`src/rtl/regfile_wb_queue_if.sv`:
```
// Bundled ports of the register-file writeback queue: producer handshakes,
// register-file write port, decode hazard/forwarding probes and status.
interface regfile_wb_queue_if #(
    parameter int DEPTH  = 4,
    parameter int DATA_W = 32,
    parameter int ADDR_W = 5
);
    localparam int CW = $clog2(DEPTH) + 1;

    logic              mem_valid;
    logic [ADDR_W-1:0] mem_addr;
    logic [DATA_W-1:0] mem_data;
    logic              mem_ready;

    logic              alu_valid;
    logic [ADDR_W-1:0] alu_addr;
    logic [DATA_W-1:0] alu_data;
    logic              alu_ready;

    logic              wb_slot;
    logic              write_enable;
    logic [ADDR_W-1:0] write_address;
    logic [DATA_W-1:0] data_in;

    logic [ADDR_W-1:0] chk_addr1;
    logic [ADDR_W-1:0] chk_addr2;
    logic              hazard1;
    logic              hazard2;
    logic              fwd1_hit;
    logic              fwd2_hit;
    logic [DATA_W-1:0] fwd1_data;
    logic [DATA_W-1:0] fwd2_data;

    logic [CW-1:0]     count;
    logic              drop_err;

    // Producer / register-file / decode side.
    modport master (
        output mem_valid, mem_addr, mem_data, input mem_ready,
        output alu_valid, alu_addr, alu_data, input alu_ready,
        output wb_slot, input write_enable, write_address, data_in,
        output chk_addr1, chk_addr2,
        input  hazard1, hazard2, fwd1_hit, fwd2_hit, fwd1_data, fwd2_data,
        input  count, drop_err
    );

    // Queue side.
    modport slave (
        input  mem_valid, mem_addr, mem_data, output mem_ready,
        input  alu_valid, alu_addr, alu_data, output alu_ready,
        input  wb_slot, output write_enable, write_address, data_in,
        input  chk_addr1, chk_addr2,
        output hazard1, hazard2, fwd1_hit, fwd2_hit, fwd1_data, fwd2_data,
        output count, drop_err
    );
endinterface

```
`src/rtl/regfile_wb_queue.sv`:
```
// In-order writeback queue in front of the register-file write port, with
// pending-write hazard detection. Define REGFILE_WB_FWD_EN to enable forwarding.
module regfile_wb_queue #(
    parameter int DEPTH   = 4,
    parameter int DATA_W  = 32,
    parameter int ADDR_W  = 5,
    parameter int MAX_REG = 23
) (
    input logic              clk,
    input logic              rst,
    regfile_wb_queue_if.slave bus
);
    localparam int PW = $clog2(DEPTH);
    localparam int CW = PW + 1;
    localparam logic [ADDR_W-1:0] MAX_A  = ADDR_W'(MAX_REG);
    localparam logic [CW-1:0]     FULL   = CW'(DEPTH);
    localparam logic [CW-1:0]     ONE_LT = CW'(DEPTH - 1);
    localparam logic [CW-1:0]     TWO_LT = CW'(DEPTH - 2);

    typedef struct packed {
        logic [ADDR_W-1:0] addr;
        logic [DATA_W-1:0] data;
    } entry_t;

    entry_t          slots_q [DEPTH];
    logic [PW-1:0]   head_q, head_d;
    logic [PW-1:0]   tail_q, tail_d;
    logic [CW-1:0]   count_q, count_d;
    logic            drop_q, drop_d;

    logic            mem_fire, alu_fire;
    logic            mem_keep, alu_keep;
    logic            pop;
    logic [PW-1:0]   alu_slot;
    logic [CW-1:0]   pushes;

    // Readiness looks only at the registered count, so a same-cycle pop never frees space early.
    assign bus.mem_ready = (count_q < FULL);
    assign bus.alu_ready = (count_q <= TWO_LT) | ((count_q == ONE_LT) & ~bus.mem_valid);

    assign mem_fire = bus.mem_valid & bus.mem_ready;
    assign alu_fire = bus.alu_valid & bus.alu_ready;
    assign mem_keep = mem_fire & (bus.mem_addr <= MAX_A);
    assign alu_keep = alu_fire & (bus.alu_addr <= MAX_A);
    assign pop      = bus.wb_slot & (count_q != '0);

    // The load is older, so it takes tail and the ALU result lands behind it.
    assign alu_slot = tail_q + PW'(mem_keep);
    assign pushes   = CW'(mem_keep) + CW'(alu_keep);

    always_comb begin
        head_d  = head_q + PW'(pop);
        tail_d  = tail_q + PW'(pushes);
        count_d = count_q + pushes - CW'(pop);
        drop_d  = (mem_fire & ~mem_keep) | (alu_fire & ~alu_keep);
    end

    // NOTE: sequential state uses <= so every flop samples pre-edge values; = here would create ordering races.
    always_ff @(posedge clk) begin
        if (rst) begin
            head_q  <= '0;
            tail_q  <= '0;
            count_q <= '0;
            drop_q  <= 1'b0;
        end else begin
            head_q  <= head_d;
            tail_q  <= tail_d;
            count_q <= count_d;
            drop_q  <= drop_d;
        end
    end

    // NOTE: the entry storage is deliberately not reset; occupancy is tracked by count_q, so stale contents are never observed.
    always_ff @(posedge clk) begin
        if (!rst) begin
            if (mem_keep) slots_q[tail_q]   <= '{addr: bus.mem_addr, data: bus.mem_data};
            if (alu_keep) slots_q[alu_slot] <= '{addr: bus.alu_addr, data: bus.alu_data};
        end
    end

    assign bus.write_enable  = (count_q != '0);
    assign bus.write_address = bus.write_enable ? slots_q[head_q].addr : '0;
    assign bus.data_in       = bus.write_enable ? slots_q[head_q].data : '0;
    assign bus.count         = count_q;
    assign bus.drop_err      = drop_q;

    // Walk entries oldest to youngest; only the first count_q of them are live.
    logic          hit1, hit2;
    logic [PW-1:0] idx;

    // NOTE: every variable assigned in this always_comb gets a default first, so no latch is inferred.
    always_comb begin
        hit1 = 1'b0;
        hit2 = 1'b0;
        idx  = '0;
        for (int k = 0; k < DEPTH; k++) begin
            idx = head_q + PW'(k);
            if (CW'(k) < count_q) begin
                if (slots_q[idx].addr == bus.chk_addr1) hit1 = 1'b1;
                if (slots_q[idx].addr == bus.chk_addr2) hit2 = 1'b1;
            end
        end
    end

    assign bus.hazard1 = hit1 & (bus.chk_addr1 <= MAX_A);
    assign bus.hazard2 = hit2 & (bus.chk_addr2 <= MAX_A);

`ifdef REGFILE_WB_FWD_EN
    logic [DATA_W-1:0] fdata1, fdata2;
    logic [PW-1:0]     fidx;

    // Later (younger) matches overwrite earlier ones, leaving the entry closest to tail.
    always_comb begin
        fdata1 = '0;
        fdata2 = '0;
        fidx   = '0;
        for (int k = 0; k < DEPTH; k++) begin
            fidx = head_q + PW'(k);
            if (CW'(k) < count_q) begin
                if (slots_q[fidx].addr == bus.chk_addr1) fdata1 = slots_q[fidx].data;
                if (slots_q[fidx].addr == bus.chk_addr2) fdata2 = slots_q[fidx].data;
            end
        end
    end

    assign bus.fwd1_hit  = bus.hazard1;
    assign bus.fwd2_hit  = bus.hazard2;
    assign bus.fwd1_data = bus.hazard1 ? fdata1 : '0;
    assign bus.fwd2_data = bus.hazard2 ? fdata2 : '0;
`else
    assign bus.fwd1_hit  = 1'b0;
    assign bus.fwd2_hit  = 1'b0;
    assign bus.fwd1_data = '0;
    assign bus.fwd2_data = '0;
`endif

endmodule

```
`src/flat_wrapper.sv`:
```
// flat-port wrapper written by rule: the top's interface ports become plain ports
module regfile_wb_queue_flat 
#(
    parameter int DEPTH   = 4,
    parameter int DATA_W  = 32,
    parameter int ADDR_W  = 5,
    parameter int MAX_REG = 23
)
  (clk, rst, bus_mem_valid, bus_mem_addr, bus_mem_data, bus_mem_ready, bus_alu_valid, bus_alu_addr, bus_alu_data, bus_alu_ready, bus_wb_slot, bus_write_enable, bus_write_address, bus_data_in, bus_chk_addr1, bus_chk_addr2, bus_hazard1, bus_hazard2, bus_fwd1_hit, bus_fwd2_hit, bus_fwd1_data, bus_fwd2_data, bus_count, bus_drop_err);
  regfile_wb_queue_if #(.DEPTH(DEPTH), .DATA_W(DATA_W), .ADDR_W(ADDR_W)) bus_i ();
  input logic clk;
  input logic rst;
  input wire logic [$bits(bus_i.mem_valid)-1:0] bus_mem_valid;
  input wire logic [$bits(bus_i.mem_addr)-1:0] bus_mem_addr;
  input wire logic [$bits(bus_i.mem_data)-1:0] bus_mem_data;
  output wire logic [$bits(bus_i.mem_ready)-1:0] bus_mem_ready;
  input wire logic [$bits(bus_i.alu_valid)-1:0] bus_alu_valid;
  input wire logic [$bits(bus_i.alu_addr)-1:0] bus_alu_addr;
  input wire logic [$bits(bus_i.alu_data)-1:0] bus_alu_data;
  output wire logic [$bits(bus_i.alu_ready)-1:0] bus_alu_ready;
  input wire logic [$bits(bus_i.wb_slot)-1:0] bus_wb_slot;
  output wire logic [$bits(bus_i.write_enable)-1:0] bus_write_enable;
  output wire logic [$bits(bus_i.write_address)-1:0] bus_write_address;
  output wire logic [$bits(bus_i.data_in)-1:0] bus_data_in;
  input wire logic [$bits(bus_i.chk_addr1)-1:0] bus_chk_addr1;
  input wire logic [$bits(bus_i.chk_addr2)-1:0] bus_chk_addr2;
  output wire logic [$bits(bus_i.hazard1)-1:0] bus_hazard1;
  output wire logic [$bits(bus_i.hazard2)-1:0] bus_hazard2;
  output wire logic [$bits(bus_i.fwd1_hit)-1:0] bus_fwd1_hit;
  output wire logic [$bits(bus_i.fwd2_hit)-1:0] bus_fwd2_hit;
  output wire logic [$bits(bus_i.fwd1_data)-1:0] bus_fwd1_data;
  output wire logic [$bits(bus_i.fwd2_data)-1:0] bus_fwd2_data;
  output wire logic [$bits(bus_i.count)-1:0] bus_count;
  output wire logic [$bits(bus_i.drop_err)-1:0] bus_drop_err;
  assign bus_i.mem_valid = bus_mem_valid;
  assign bus_i.mem_addr = bus_mem_addr;
  assign bus_i.mem_data = bus_mem_data;
  assign bus_mem_ready = bus_i.mem_ready;
  assign bus_i.alu_valid = bus_alu_valid;
  assign bus_i.alu_addr = bus_alu_addr;
  assign bus_i.alu_data = bus_alu_data;
  assign bus_alu_ready = bus_i.alu_ready;
  assign bus_i.wb_slot = bus_wb_slot;
  assign bus_write_enable = bus_i.write_enable;
  assign bus_write_address = bus_i.write_address;
  assign bus_data_in = bus_i.data_in;
  assign bus_i.chk_addr1 = bus_chk_addr1;
  assign bus_i.chk_addr2 = bus_chk_addr2;
  assign bus_hazard1 = bus_i.hazard1;
  assign bus_hazard2 = bus_i.hazard2;
  assign bus_fwd1_hit = bus_i.fwd1_hit;
  assign bus_fwd2_hit = bus_i.fwd2_hit;
  assign bus_fwd1_data = bus_i.fwd1_data;
  assign bus_fwd2_data = bus_i.fwd2_data;
  assign bus_count = bus_i.count;
  assign bus_drop_err = bus_i.drop_err;
  regfile_wb_queue #(.DEPTH(DEPTH), .DATA_W(DATA_W), .ADDR_W(ADDR_W), .MAX_REG(MAX_REG)) u_core (.clk(clk), .rst(rst), .bus(bus_i));
endmodule
```
`config.mk`:
```
export PLATFORM = sky130hd
export DESIGN_NAME = regfile_wb_queue_flat
export DESIGN_NICKNAME = d
export VERILOG_FILES = /design/src/rtl/regfile_wb_queue_if.sv /design/src/rtl/regfile_wb_queue.sv /design/src/flat_wrapper.sv
export SDC_FILE = /design/constraint.sdc
export NUM_CORES = 1
export LEC_CHECK = 0
export BUFFER_PORTS_ARGS = -buffer_cell sky130_fd_sc_hd__buf_4
export CAP_MARGIN = 10
export CORE_MARGIN = 4
export CORE_UTILIZATION = 55
export DETAILED_ROUTE_END_ITERATION = 10
export GPL_TIMING_DRIVEN = 0
export PLACE_DENSITY = 0.8
export SYNTH_ARGS = -nofsm -noshare
export SYNTH_HDL_FRONTEND = slang
export SYNTH_SLANG_ARGS = --single-unit
```
`constraint.sdc`:
```
create_clock -name clk -period 8 [get_ports clk]
set_input_delay 1.6 -clock clk [delete_from_list [all_inputs] [get_ports clk]]
set_output_delay 1.6 -clock clk [all_outputs]
set_load 0.01 [all_outputs]
```
==> results.py <==
metrics = {
    "die": {
        "die_y_microns": 140,
        "die_area_sq_um": 19500,
        "start_util_pct": 56.8,
        "coreArea_sq_um": 16800,
        "rows": 47,
        "boundaryPins": 201,
        "die-width_microns": 140,
    },
    "cells_and_area": {
        "multi_input_area_sq_um": 4390,
        "antenna_cells": 0,
        "seqCellArea_sq_um": 4600,
        "layout.cells.non_filler": 1112,
        "drive_gt1_share_pct": 49.9,
        "final_area_sq_um": 11700,
        "nets": 976,
        "syn_to_final_growth_pct": 23.0,
        "fillers": 1198,
    },
    "global_route": {
        "antenna_found_initial": 0,
        "grt_pass1_wl_microns": 36400,
        "grt_pass1_vias": 6518,
        "grt_max_degree": 25,
        "grt_util_met3_pct": 6.52,
        "use_met2_pct": 43.2,
        "grt_use_total_pct": 24.3,
        "grt-ovfl-total": 0,
        "busiest_layer": "met2",
        "met1_usage_pct": 28.8,
    },
    "status": {
        "status": "completed",
    },
    "hold_path": {
        "hold_path_class": "register to register",
    },
    "clock_tree": {
        "cts_made_buffers": 17,
        "cts_tree": "built",
        "cts_resized": 0,
        "cts_hold_buffers": 0,
        "cts_root_buf": "clkbuf_16",
        "post_cts_buffers": 0,
        "clkTransAtPathRegs_ns": 0.06,
        "clk_path_buf_depth": 2,
        "clock_sinks": 156,
        "h-tree-depth": 4,
        "clock_latency_ns": 0.43,
    },
    "worst_setup_path": {
        "cpMaxStageDelayCell": "or4_1",
        "crit_fanout": 5,
        "crit_path_cell_trace": "clkbuf_1, xnor2_1, or4_1, mux2i_1, nand4_1, o311ai_1, buf_4",
        "cp-start-kind": "input port",
        "worst_setup_path_end_kind": "primary output",
        "path_buf_inv": 2,
        "critical_path_required_ns": 6.40,
        "worst_path_dominant_cell_family": "simple AND/OR/NAND/NOR gates",
        "crit_type": "input port to primary output",
        "arrival_ns": 3.19,
        "cpPeakStageDelay_ns": 0.55,
    },
    "placed_design": {
        "placedCellCount": 1080,
        "gp_congestion": 0.885,
        "numPortBuffers": 125,
        "placed_cell_area_sq_um": 11100,
        "hpwl_microns": 16600,
    },
    "logic_synthesis": {
        "synth.area.top_cells": "edfxtp_1 47%, mux2_2 18%, mux4_2 8.8%",
        "synth_commonest_cells": "148 x edfxtp_1, 148 x mux2_2, 66 x buf_4, 40 x nor2b_1, 37 x mux4_2",
        "synth-main-ff-cell": "edfxtp_1",
        "synth.distinct_cells": 47,
        "synthArstFlopShare_pct": 0,
        "syn_area_sq_um": 9510,
        "yosysWarningCount": 0,
        "yosysTopAreaCell": "edfxtp_1",
        "synth_top_cell_area_share_pct": 46.7,
        "syn_inst": 666,
        "syn_area_per_cell_sq_um": 14.3,
        "synth_edf_count": 148,
        "yosysSeqAreaShare_pct": 48.4,
        "ys_ff_latch": 156,
    },
    "drt": {
        "drtIter0Drc": 400,
        "drc": 0,
        "via_per_inst": 5.49,
        "antenna_left": 0,
        "wl_per_cell_microns": 21.3,
        "first_pass_iters": 5,
        "routed_wirelength_microns": 23600,
        "vias": 6109,
    },
    "timing": {
        "rsz0062_at_grt": "false",
        "setup_viol": 0,
        "post-route-period-util_pct": 59.8,
        "hold_violations": 0,
        "tightest_slew_ns": 0.789,
        "relSlewSlack_pct": 47.4,
        "hold_slack_ns": 0.742,
        "fin_skew_ns": 0.00798,
        "finalCriticalPeriod_ns": 4.79,
        "max_freq_ghz": 0.209,
        "drv_slew": 0,
    },
    "power_and_ir_drop": {
        "p_leak_nw": 4.42,
        "p_per_area_nw_per_um2": 276,
        "worst_ir_drop_vdd_uv": 194,
        "total_power_mw": 3.22,
    },
    "job": {
        "cap_violations": 0,
    },
}
==> state kept, by name, indices dropped and copies added, names as in the netlist <==
signal               count
u_core.slots_q         148
u_core.tail_q            2
u_core.bus.count         3
u_core.head_q            2
u_core.bus.drop_err      1
==> cells in the final DEF (no fill, tap or decap), types with 10 or more instances in the layout <==
cell type / n
buf_4: 191
mux2_2: 148
edfxtp_1: 148
conb_1: 66
nor2b_1: 40
mux4_2: 37
xnor2_1: 31
xor2_1: 25
mux2i_1: 20
clkbuf_1: 17
clkbuf_16: 17
buf_2: 14
nand2_1: 13
inv_1: 10
==> through the flow <==
step / utilization, % / TNS, ns / setup slack [ns]
floorplan: - / 0 / 2.48
global placement: 65.5 / -0.0685 / -0.00408
detailed placement: 66.1 / 0 / 3.23
CTS: 69.8 / 0 / 3.23
global route: 69.8 / 0 / 3.11
finish: 69.8 / 0 / 3.21
==> final timing paths <==
path         cells past startpoint                              end                      startpoint  slack [ns]
max reg2reg                      9  u_core.slots_q[3][19]$_DFFE_PP_  u_core.bus.count[2]$_SDFF_PP0_        4.80
min                              2      u_core.head_q[0]$_SDFF_PP0_     u_core.head_q[0]$_SDFF_PP0_        0.74
max                              7                      bus_hazard1                bus_chk_addr1[0]        3.21
min reg2reg                      2      u_core.head_q[0]$_SDFF_PP0_     u_core.head_q[0]$_SDFF_PP0_        0.74
==> report_power, final <==
group,switching [mW],total (mW),internal [mW]
combinational,0.663,1.29,0.622
sequential,0.0489,1.08,1.04
clock,0.334,0.855,0.521
==> worst min-delay path, delay by kind of cell, from the launching register on <==
family,cells,cell delay [ns]
adder cells (fa/ha/maj),1,0.16
AND/OR/NAND/NOR,1,0.12
flip-flops,1,0.43
==> per-layer routing <==
layer	vias to the layer above	wire length [microns]
met4	0	446
met5	-	0
li1	2791	-
met3	42	1740
met1	3029	9220
met2	247	12200
==> layout make-up <==
| type | instances | area share, % |
|---|---|---|
| multi-input cells | 456 | 37.5 |
| repair buffers | 129 | 8.71 |
| plain buffers | 109 | 6.45 |
| clock inverters | 15 | 1.65 |
| well taps | 220 | 2.35 |
| inverters | 10 | 0.321 |
| clock buffers | 17 | 3.64 |
| flip-flops and latches | 156 | 39.4 |
==> kinds of logic after synthesis <==
logic type / after synthesis / synth area share, %
other cells: 1 / 0.0394
compound gates: 20 / 1.43
flops: 156 / 48.4
buf+inv: 119 / 8.33
xor+xnor: 56 / 5.16
fa+ha+maj: 8 / 1.13
simple gates: 91 / 5.41
mux: 215 / 30.1
Note: power is estimated with default switching activity, not from simulation.
